[src/rtl/ahb_sram_master.sv]
// Command-driven AHB-Lite master feeding the sramc slave port.
// Issues SINGLE/INCR word bursts, handles wait states, the 1 KB boundary and two-cycle ERROR responses.
module ahb_sram_master #(
    parameter int ADDR_WIDTH   = 32,
    parameter int DATA_WIDTH   = 32,
    parameter int LEN_WIDTH    = 8,
    parameter int HBURST_WIDTH = 3,
    parameter int HTRANS_WIDTH = 2,
    parameter int HSIZE_WIDTH  = 3,
    parameter int HRESP_WIDTH  = 2
) (
    input  logic                    hclk,
    input  logic                    hreset,
    input  logic                    cmd_valid,
    output logic                    cmd_ready,
    input  logic                    cmd_write,
    input  logic [ADDR_WIDTH-1:0]   cmd_addr,
    input  logic [LEN_WIDTH-1:0]    cmd_len,
    input  logic                    wdata_valid,
    output logic                    wdata_ready,
    input  logic [DATA_WIDTH-1:0]   wdata,
    output logic                    rdata_valid,
    output logic [DATA_WIDTH-1:0]   rdata,
    output logic                    done,
    output logic                    err,
    output logic [ADDR_WIDTH-1:0]   haddr,
    output logic [HTRANS_WIDTH-1:0] htrans,
    output logic                    hwrite,
    output logic [HSIZE_WIDTH-1:0]  hsize,
    output logic [HBURST_WIDTH-1:0] hburst,
    output logic                    hsel,
    output logic [DATA_WIDTH-1:0]   hwdata,
    output logic                    hready,
    input  logic [DATA_WIDTH-1:0]   hrdata,
    input  logic [HRESP_WIDTH-1:0]  hresp,
    input  logic                    hready_resp
);

    localparam logic [HTRANS_WIDTH-1:0] TR_IDLE   = HTRANS_WIDTH'(0);
    localparam logic [HTRANS_WIDTH-1:0] TR_BUSY   = HTRANS_WIDTH'(1);
    localparam logic [HTRANS_WIDTH-1:0] TR_NONSEQ = HTRANS_WIDTH'(2);
    localparam logic [HTRANS_WIDTH-1:0] TR_SEQ    = HTRANS_WIDTH'(3);
    localparam logic [HBURST_WIDTH-1:0] BU_SINGLE = HBURST_WIDTH'(0);
    localparam logic [HBURST_WIDTH-1:0] BU_INCR   = HBURST_WIDTH'(1);
    localparam logic [HRESP_WIDTH-1:0]  RS_OKAY   = HRESP_WIDTH'(0);
    localparam logic [HRESP_WIDTH-1:0]  RS_ERROR  = HRESP_WIDTH'(1);

    typedef enum logic [1:0] {S_IDLE, S_BURST, S_LAST_DATA, S_ERR} state_t;

    state_t                  state;
    logic [HTRANS_WIDTH-1:0] htrans_r;
    logic [LEN_WIDTH:0]      remain;
    logic                    started;
    logic                    dphase;
    logic                    dphase_write;
    logic [DATA_WIDTH-1:0]   wbuf;

    logic                    err_first;
    logic                    accepted;
    logic [LEN_WIDTH:0]      rem_next;
    logic [ADDR_WIDTH-1:0]   next_addr;
    logic                    burst_step;
    logic                    more;
    logic                    issue;
    logic                    cmd_fire;
    logic                    cmd_misaligned;
    logic                    first_issue;

    always_comb begin
        err_first      = dphase && (hresp == RS_ERROR) && !hready_resp;
        accepted       = htrans_r[1];
        rem_next       = remain - (LEN_WIDTH+1)'(accepted);
        next_addr      = accepted ? haddr + ADDR_WIDTH'(4) : haddr;
        burst_step     = (state == S_BURST) && hready_resp;
        more           = (rem_next != '0);
        issue          = burst_step && more && (!hwrite || wdata_valid);
        cmd_fire       = (state == S_IDLE) && cmd_valid;
        cmd_misaligned = (cmd_addr[1:0] != 2'b00);
        first_issue    = cmd_fire && !cmd_misaligned && (!cmd_write || wdata_valid);
        // A write word is taken when its beat is launched; it waits in wbuf until its data phase.
        wdata_ready    = (burst_step && more && hwrite && wdata_valid) ||
                         (first_issue && cmd_write);
        // The pipelined beat is withdrawn combinationally in the first ERROR cycle.
        htrans         = err_first ? TR_IDLE : htrans_r;
        hsel           = (htrans_r != TR_IDLE) || dphase;
        cmd_ready      = (state == S_IDLE);
        hready         = hready_resp;
        hsize          = HSIZE_WIDTH'(3'b010);
    end

    always_ff @(posedge hclk) begin
        if (hreset) begin
            state        <= S_IDLE;
            htrans_r     <= TR_IDLE;
            haddr        <= '0;
            hwrite       <= 1'b0;
            hburst       <= BU_SINGLE;
            hwdata       <= '0;
            wbuf         <= '0;
            remain       <= '0;
            started      <= 1'b0;
            dphase       <= 1'b0;
            dphase_write <= 1'b0;
            rdata_valid  <= 1'b0;
            rdata        <= '0;
            done         <= 1'b0;
            err          <= 1'b0;
        end else begin
            done        <= 1'b0;
            err         <= 1'b0;
            rdata_valid <= 1'b0;

            if (hready_resp) begin
                dphase       <= htrans[1];
                dphase_write <= hwrite;
                if (dphase && !dphase_write && (hresp == RS_OKAY)) begin
                    rdata_valid <= 1'b1;
                    rdata       <= hrdata;
                end
            end

            if (wdata_ready)
                wbuf <= wdata;

            case (state)
                S_IDLE: begin
                    if (cmd_valid) begin
                        if (cmd_misaligned) begin
                            done <= 1'b1;
                            err  <= 1'b1;
                        end else begin
                            state    <= S_BURST;
                            haddr    <= cmd_addr;
                            hwrite   <= cmd_write;
                            hburst   <= (cmd_len == '0) ? BU_SINGLE : BU_INCR;
                            remain   <= (LEN_WIDTH+1)'(cmd_len) + (LEN_WIDTH+1)'(1);
                            started  <= first_issue;
                            htrans_r <= first_issue ? TR_NONSEQ : TR_IDLE;
                        end
                    end
                end

                S_BURST: begin
                    if (err_first) begin
                        state    <= S_ERR;
                        htrans_r <= TR_IDLE;
                    end else if (hready_resp) begin
                        remain <= rem_next;
                        if (accepted)
                            hwdata <= wbuf;
                        if (!more) begin
                            state    <= S_LAST_DATA;
                            htrans_r <= TR_IDLE;
                        end else begin
                            haddr <= next_addr;
                            if (issue) begin
                                htrans_r <= (!started || next_addr[9:0] == '0) ? TR_NONSEQ : TR_SEQ;
                                started  <= 1'b1;
                            end else begin
                                htrans_r <= started ? TR_BUSY : TR_IDLE;
                            end
                        end
                    end
                end

                S_LAST_DATA: begin
                    if (err_first) begin
                        state <= S_ERR;
                    end else if (hready_resp) begin
                        done  <= 1'b1;
                        state <= S_IDLE;
                    end
                end

                S_ERR: begin
                    if (hready_resp) begin
                        done  <= 1'b1;
                        err   <= 1'b1;
                        state <= S_IDLE;
                    end
                end

                default: state <= S_IDLE;
            endcase
        end
    end

endmodule

[config.mk]
export PLATFORM = sky130hd
export DESIGN_NAME = ahb_sram_master
export DESIGN_NICKNAME = d
export VERILOG_FILES = /design/src/rtl/ahb_sram_master.sv
export SDC_FILE = /design/constraint.sdc
export NUM_CORES = 1
export LEC_CHECK = 0
export BUFFER_PORTS_ARGS = -buffer_cell sky130_fd_sc_hd__buf_2
export CAP_MARGIN = 15
export CORE_MARGIN = 5
export CORE_UTILIZATION = 30
export CTS_CLUSTER_SIZE = 24
export DETAILED_ROUTE_END_ITERATION = 10
export SLEW_MARGIN = 10
export SYNTH_ARGS = -nofsm -noshare
export SYNTH_HDL_FRONTEND = slang
export SYNTH_SLANG_ARGS = --single-unit
[constraint.sdc]
create_clock -name hclk -period 2.5 [get_ports hclk]
set_clock_uncertainty 0.15 [all_clocks]
set_input_delay 0 -clock hclk [delete_from_list [all_inputs] [get_ports hclk]]
set_output_delay 0 -clock hclk [all_outputs]
set_load 0.02 [all_outputs]
==> metrics.cfg, run 1 <==
[critical_path]
r2r_start = remain[0]
cp.arrival_ns = 2.81
cp-end-kind = flip-flop
start_kind = flip-flop
path_class = flip-flop to flip-flop
worst_ep_required_time_ns = 2.72
critPathLaunch = remain[0]
crit_path_max_fanout = 5
r2r_end = haddr[23]
reg2regPathDepth = 10
critPathCapture = haddr[23]
reg2reg_slack_ns = -0.09

[routing]
via_count = 7445
antenna_left = 0
first_pass_iters = 5
drc_errors = 0
postRouteWirelength_um = 23200
vias_per_cell = 4.93
routedWlPerCell_um = 15.4
drt_iter0_markers = 430

[outcome]
status = complete, but fails checks
violations = setup timing

[clocking]
clkTransAtPathRegs_ns = 0.07
clockBufferDepth = 2
cts_tree = done
htree_num_levels = 4
root_buffer = clkbuf_16
numCtsBuffers = 17
cts_sinks = 149
clk_latency_ns = 0.42

[power]
ir_drop_mv = 0.426
p_per_area_mw_per_mm2 = 827
p_leak_nw = 4.62

[finish]
fin_area_sq_mm = 0.0104
finalNetCount = 1332
syn2layout_area_growth_pct = 52.8
fin_cells = 1509
nFillCells = 2150
drive_gt1_share_pct = 27.8
n_antenna_cell = 0

[timing]
fmax_mhz = 386
holdWs_ns = 0.0444
tightest_slew_ns = 0.501
finalWorstSetupSlack_ns = -0.0886
min_period_over_period_pct = 104
hold_violations = 0
maxSlewViolCount = 0
post-route-min-period_ns = 2.59
slew_headroom_pct = 66.3
setup_viol = 4
tns_ns = -0.138
grt_setup_unrepaired = yes

[yosys]
yosysMostFrequentCell = nand2_1
yosysWarnings = 0
yosysSeqAreaShare_pct = 43.7
syn_inst = 871
synth-edff-count = 0
synth_top_area_cell = dfxtp_1
synth_area_leaders = dfxtp_1, nand2_1, a21oi_1, mux2i_1, nor2_1
synth_area_sq_mm = 0.00683
ys_ff_latch = 149
avgSynthCellArea_sq_um = 7.84
ys_types = 62
synth_ff_type = dfxtp_1
synth_async_sr_flop_share_pct = 0
synthTopCellsByCount = nand2_1, dfxtp_1, a21oi_1
netlist.area_leader.share_pct = 43.7

[floorplan]
start_util_pct = 30.4
io_pins = 224
rows = 55
die_w_um = 161
dieArea_sq_mm = 0.0259
die_y_um = 161
core_sq_mm = 0.0225

[global_routing]
grt_antenna_before_repair = 0
grt_pass1_wl_um = 36200
grt_pass1_vias = 7133
overflow = 0
grt_max_degree = 70
track_usage_pct = 17.0

[placement]
placedCellCount = 1358
hpwl_um = 15500
place_congestion = 0.828
portBuffers = 218
placed_area_sq_mm = 0.00846
place_ws_ns = -0.108

[flow_run]
drv_cap = 0

[worst_hold_path]
hold_path.class = input port to flip-flop

through the flow:
step / util, % / power (W)
5_1_grt: 46.4 / 0.00913
2_1_floorplan: - / 0.00462
4_1_cts: 45.5 / 0.00847
3_5_place_dp: 37.6 / 0.00567
6_report: 46.4 / 0.00863
3_3_place_gp: 37.6 / 0.00564
layout by cell type, fill, tap and decap left out, types with 7 or more instances in the layout:
| cell type | n |
|---|---|
| inv_1 | 17 |
| buf_4 | 34 |
| buf_12 | 7 |
| o21ai_0 | 29 |
| buf_2 | 217 |
| nor3_1 | 12 |
| nand2_1 | 190 |
| nor2_1 | 81 |
| mux2i_1 | 37 |
| nand3_1 | 21 |
| ha_1 | 7 |
| nor2b_1 | 9 |
| dfxtp_1 | 148 |
| clkbuf_16 | 19 |
| nor4_1 | 7 |
| dlygate4sd3_1 | 111 |
| buf_6 | 7 |
| a21oi_1 | 104 |
| a22oi_1 | 9 |
| xor2_1 | 7 |
worst min path at each step:
stage / start / cells after the start / end
finish: hresp[0] / 6 / state[1]
global route: cmd_len[1] / 5 / remain[1]
CTS: hresp[0] / 6 / state[1]
detailed placement: cmd_addr[13] / 2 / haddr[13]
global placement: wdata[4] / 3 / wbuf[4]
floorplan: hready_resp / 1 / hready
power breakdown:
group          internal, W  total [W]  switching, W
Sequential         0.00261    0.00291      0.000295
Combinational      0.00137    0.00319       0.00181
Clock              0.00134    0.00254       0.00120
area by class of cell:
| type | count | area, sq um | share of cell area (%) |
|---|---|---|---|
| clock inverter | 15 | 160 | 1.53 |
| inverter | 19 | 71.3 | 0.683 |
| timing repair buffer | 379 | 2740 | 26.2 |
| multi-input combinational | 645 | 3700 | 35.5 |
| tap | 285 | 357 | 3.42 |
| clock buffer | 17 | 425 | 4.08 |
| sequential | 149 | 2980 | 28.6 |
cell families (layout without fill, tap and decap cells):
logic type / count (synthesis) / count (layout) / share of synthesized area [%]
multiplexers: 38 / 38 / 5.57
AO/OA/AOI/OAI: 214 / 214 / 18.9
AND/OR/NAND/NOR: 367 / 367 / 23.7
adder cells (fa/ha/maj): 9 / 9 / 1.65
flip-flops: 149 / 149 / 43.7
XOR/XNOR: 12 / 12 / 1.54
buffers and inverters: 80 / 430 / 4.85
other: 2 / 5 / 0.110
registers in the layout, summed over array words and instances (netlist names):
| signal | cells |
|---|---|
| started | 1 |
| wbuf | 32 |
| hburst | 1 |
| dphase | 1 |
| hwrite | 1 |
| remain | 9 |
| done | 1 |
| rdata_valid | 1 |
| haddr | 32 |
| rdata | 32 |
| state | 2 |
| htrans_r | 2 |
| err | 1 |
| dphase_write | 1 |
| hwdata | 32 |
timing repair:
action	4_1_cts	5_1_grt
buffers inserted	4	1
hold endpoints to repair	113	0
hold buffers	111	0
endpoints found under the setup margin	44	60
pin swaps	4	7
gates resized for setup	10	37
gates cloned	0	3
routing by layer:
metal	part of all wire [%]	global-route usage, %	wire length, um
met3	7.4	5.13	1720
met5	0	0	0
met4	1.4	4.34	335
met1	44	21.6	10100
met2	48	28.3	11100
critical path, stage by stage (launching register included):
cell	delay, ns
dfxtp_2	0.34
inv_2	0.04
ha_4	0.15
ha_4	0.23
and4bb_1	0.19
and4_1	0.18
a41o_4	0.27
a21o_4	0.24
or2_4	0.24
or4_4	0.42
nand3_2	0.08
No activity file was read; power rests on OpenSTA's default activity.
==> inputs of run 2 (changes only) <==
clock period = 2.6 ns   (was 2.5 ns; I/O delays follow)
==> run 2 against run 1 <==
Compared with the run above: via count decreased by 0.78%; first-iteration DRC count decreased by 0.93%; global-route usage increased by 0.24 points; cell area decreased by 0.62%; the run still ends with setup timing left; non-clock buffer count decreased by 2; core utilization decreased by 0.29 points.
==> metrics.cfg, run 2 (synthesized netlist as in run 1, its figures left out) <==
[outcome]
status = complete, but fails checks  ; unchanged
violations = setup timing  ; unchanged

[clocking]
cts_sinks = 149  ; unchanged
cts_tree = done  ; unchanged
root_buffer = clkbuf_16  ; unchanged
clkTransAtPathRegs_ns = 0.07  ; about the same
numCtsBuffers = 17  ; unchanged
htree_num_levels = 4  ; unchanged
clk_latency_ns = 0.43  ; was 0.42 ns
clockBufferDepth = 2  ; unchanged

[finish]
syn2layout_area_growth_pct = 51.9  ; was 52.8%
layout_common_cells = buf_2, nand2_1, dfxtp_1, dlygate4sd3_1, a21oi_1  ; unchanged
final-seq-area_sq_mm = 0.00299  ; was 0.00298 sq mm
nFillCells = 2189  ; was 2150
multi_input_area_sq_mm = 0.00364  ; was 0.00370 sq mm
drive_gt1_share_pct = 26.7  ; was 27.8%
postLayoutCoreUtil_pct = 46.1  ; was 46.4%
fin_area_sq_mm = 0.0104  ; about the same
layout_commonest_cell = buf_2  ; unchanged
finalNetCount = 1330  ; was 1332

[global_routing]
grt_pass1_vias = 7268  ; was 7133
met3_usage_pct = 5.08  ; was 5.13%
use_met1_pct = 20.9  ; was 21.6%
track_usage_pct = 17.2  ; was 17.0%
grt_max_degree = 61  ; was 70
grt_pass1_wl_um = 36800  ; was 36200 um
busiest_layer = met2  ; unchanged
grt_antenna_before_repair = 2  ; was 0
overflow = 0  ; unchanged
grt.met2_usage_pct = 29.8  ; was 28.3%

[floorplan]
dieArea_sq_mm = 0.0259  ; unchanged
io_pins = 224  ; unchanged
die_w_um = 161  ; unchanged
die_y_um = 161  ; unchanged
rows = 55  ; unchanged
start_util_pct = 30.4  ; unchanged
core_sq_mm = 0.0225  ; unchanged

[timing]
tns_ns = -0.0876  ; was -0.138 ns
tightest_slew_ns = 0.547  ; was 0.501 ns
hold_violations = 0  ; unchanged
maxSlewViolCount = 0  ; unchanged
slew_headroom_pct = 63.5  ; was 66.3%
fmax_mhz = 375  ; was 386 MHz
min_period_over_period_pct = 103  ; was 104%
grt_setup_unrepaired = yes  ; unchanged
setup_viol = 4  ; unchanged
post-route-min-period_ns = 2.67  ; was 2.59 ns
finalWorstSetupSlack_ns = -0.0695  ; was -0.0886 ns

[flow_run]
drv_cap = 0  ; unchanged

[critical_path]
reg2regPathDepth = 11  ; was 10
start_kind = flip-flop  ; unchanged
cp.arrival_ns = 2.89  ; was 2.81 ns
path_class = flip-flop to flip-flop  ; unchanged
crit_path_max_fanout = 5  ; unchanged
cp-end-kind = flip-flop  ; unchanged
worst_ep_required_time_ns = 2.82  ; was 2.72 ns

[placement]
place_ws_ns = 0.0195  ; was -0.108 ns
placed_area_sq_mm = 0.00837  ; was 0.00846 sq mm
place_congestion = 0.834  ; was 0.828
portBuffers = 218  ; unchanged
hpwl_um = 15400  ; was 15500 um

[worst_hold_path]
hold_depth = 6  ; unchanged
hold_path.class = input port to flip-flop  ; unchanged

[routing]
antenna_left = 0  ; unchanged
drt_iter0_markers = 426  ; was 430
via_count = 7387  ; was 7445
drc_errors = 0  ; unchanged
routedWlPerCell_um = 15.4  ; about the same
postRouteWirelength_um = 23300  ; was 23200 um
vias_per_cell = 4.90  ; was 4.93
first_pass_iters = 6  ; was 5

[power]
p_leak_nw = 4.60  ; was 4.62 nW
finalPower_w = 0.00831  ; was 0.00863 W
p_per_area_mw_per_mm2 = 801  ; was 827 mW/mm^2
ir_drop_mv = 0.433  ; was 0.426 mV

==> run 2: changes by cell type in the layout (fill, tap and decap cells not counted), sizes merged <==
| cell | delta |
|---|---|
| buf | -6 |
| bufinv | +1 |
| clkinv | -2 |
| diode | +1 |
| inv | +2 |
| clkinvlp | -1 |
| clkbuf | -1 |
| dlygate4sd3 | +5 |
==> run 2: worst paths after layout <==
| kind | from | end | slack, ns |
|---|---|---|---|
| max | remain[0] | haddr[23] | -0.07 |
| min reg2reg | rdata[12] | rdata[12] | 0.30 |
| min | cmd_addr[1] | state[1] | 0.03 |
| max reg2reg | remain[0] | haddr[23] | -0.07 |
==> run 2: power by group <==
| group | switching, W | total [W] | internal [W] |
|---|---|---|---|
| Sequential | 0.000287 | 0.00280 | 0.00251 |
| Clock | 0.00115 | 0.00254 | 0.00139 |
| Combinational | 0.00166 | 0.00296 | 0.00131 |
==> run 2: stage by stage <==
step | cells | hold slack [ns]
3_3_place_gp | 1349 | 0.0784
2_1_floorplan | 874 | -0.0374
4_1_cts | 1503 | 0.00622
3_5_place_dp | 1349 | 0.0755
5_1_grt | 1508 | 0.0423
6_report | 1508 | 0.0273
==> run 2: area by class of cell <==
class / count / area share (%)
Multi-Input combinational cell: 645 / 35.1
Clock buffer: 17 / 4.10
Antenna cell: 1 / 0.0241
Clock inverter: 15 / 1.76
Inverter: 19 / 0.712
Timing Repair Buffer: 377 / 26.1
Tap cell: 285 / 3.44
Sequential cell: 149 / 28.8
==> run 2: metal layers <==
| metal | routed length, um | part of all wire [%] | vias to the layer above |
|---|---|---|---|
| li1 | - | - | 3685 |
| met1 | 10100 | 43 | 3447 |
| met2 | 11100 | 48 | 224 |
| met3 | 1610 | 6.9 | 29 |
| met4 | 428 | 1.8 | 2 |
| met5 | 7 | 0.030 | - |
==> run 2: what timing repair did <==
item	4_1_cts	5_1_grt
cloned	1	1
gates resized for setup	11	24
hold buffers	116	0
endpoints found under the hold margin	113	0
setup buffers	5	3
setup endpoints to repair	2	53
pin swaps	6	5
==> run 2: critical path: stages (launching register included) <==
cell and delay, ns:
dfxtp_2 0.33, inv_2 0.04, ha_4 0.16, ha_4 0.21, and4bb_1 0.19, and4_1 0.19
a41o_1 0.23, buf_4 0.14, a21o_4 0.21, or2_4 0.26, or4_1 0.40, nand3_1 0.10
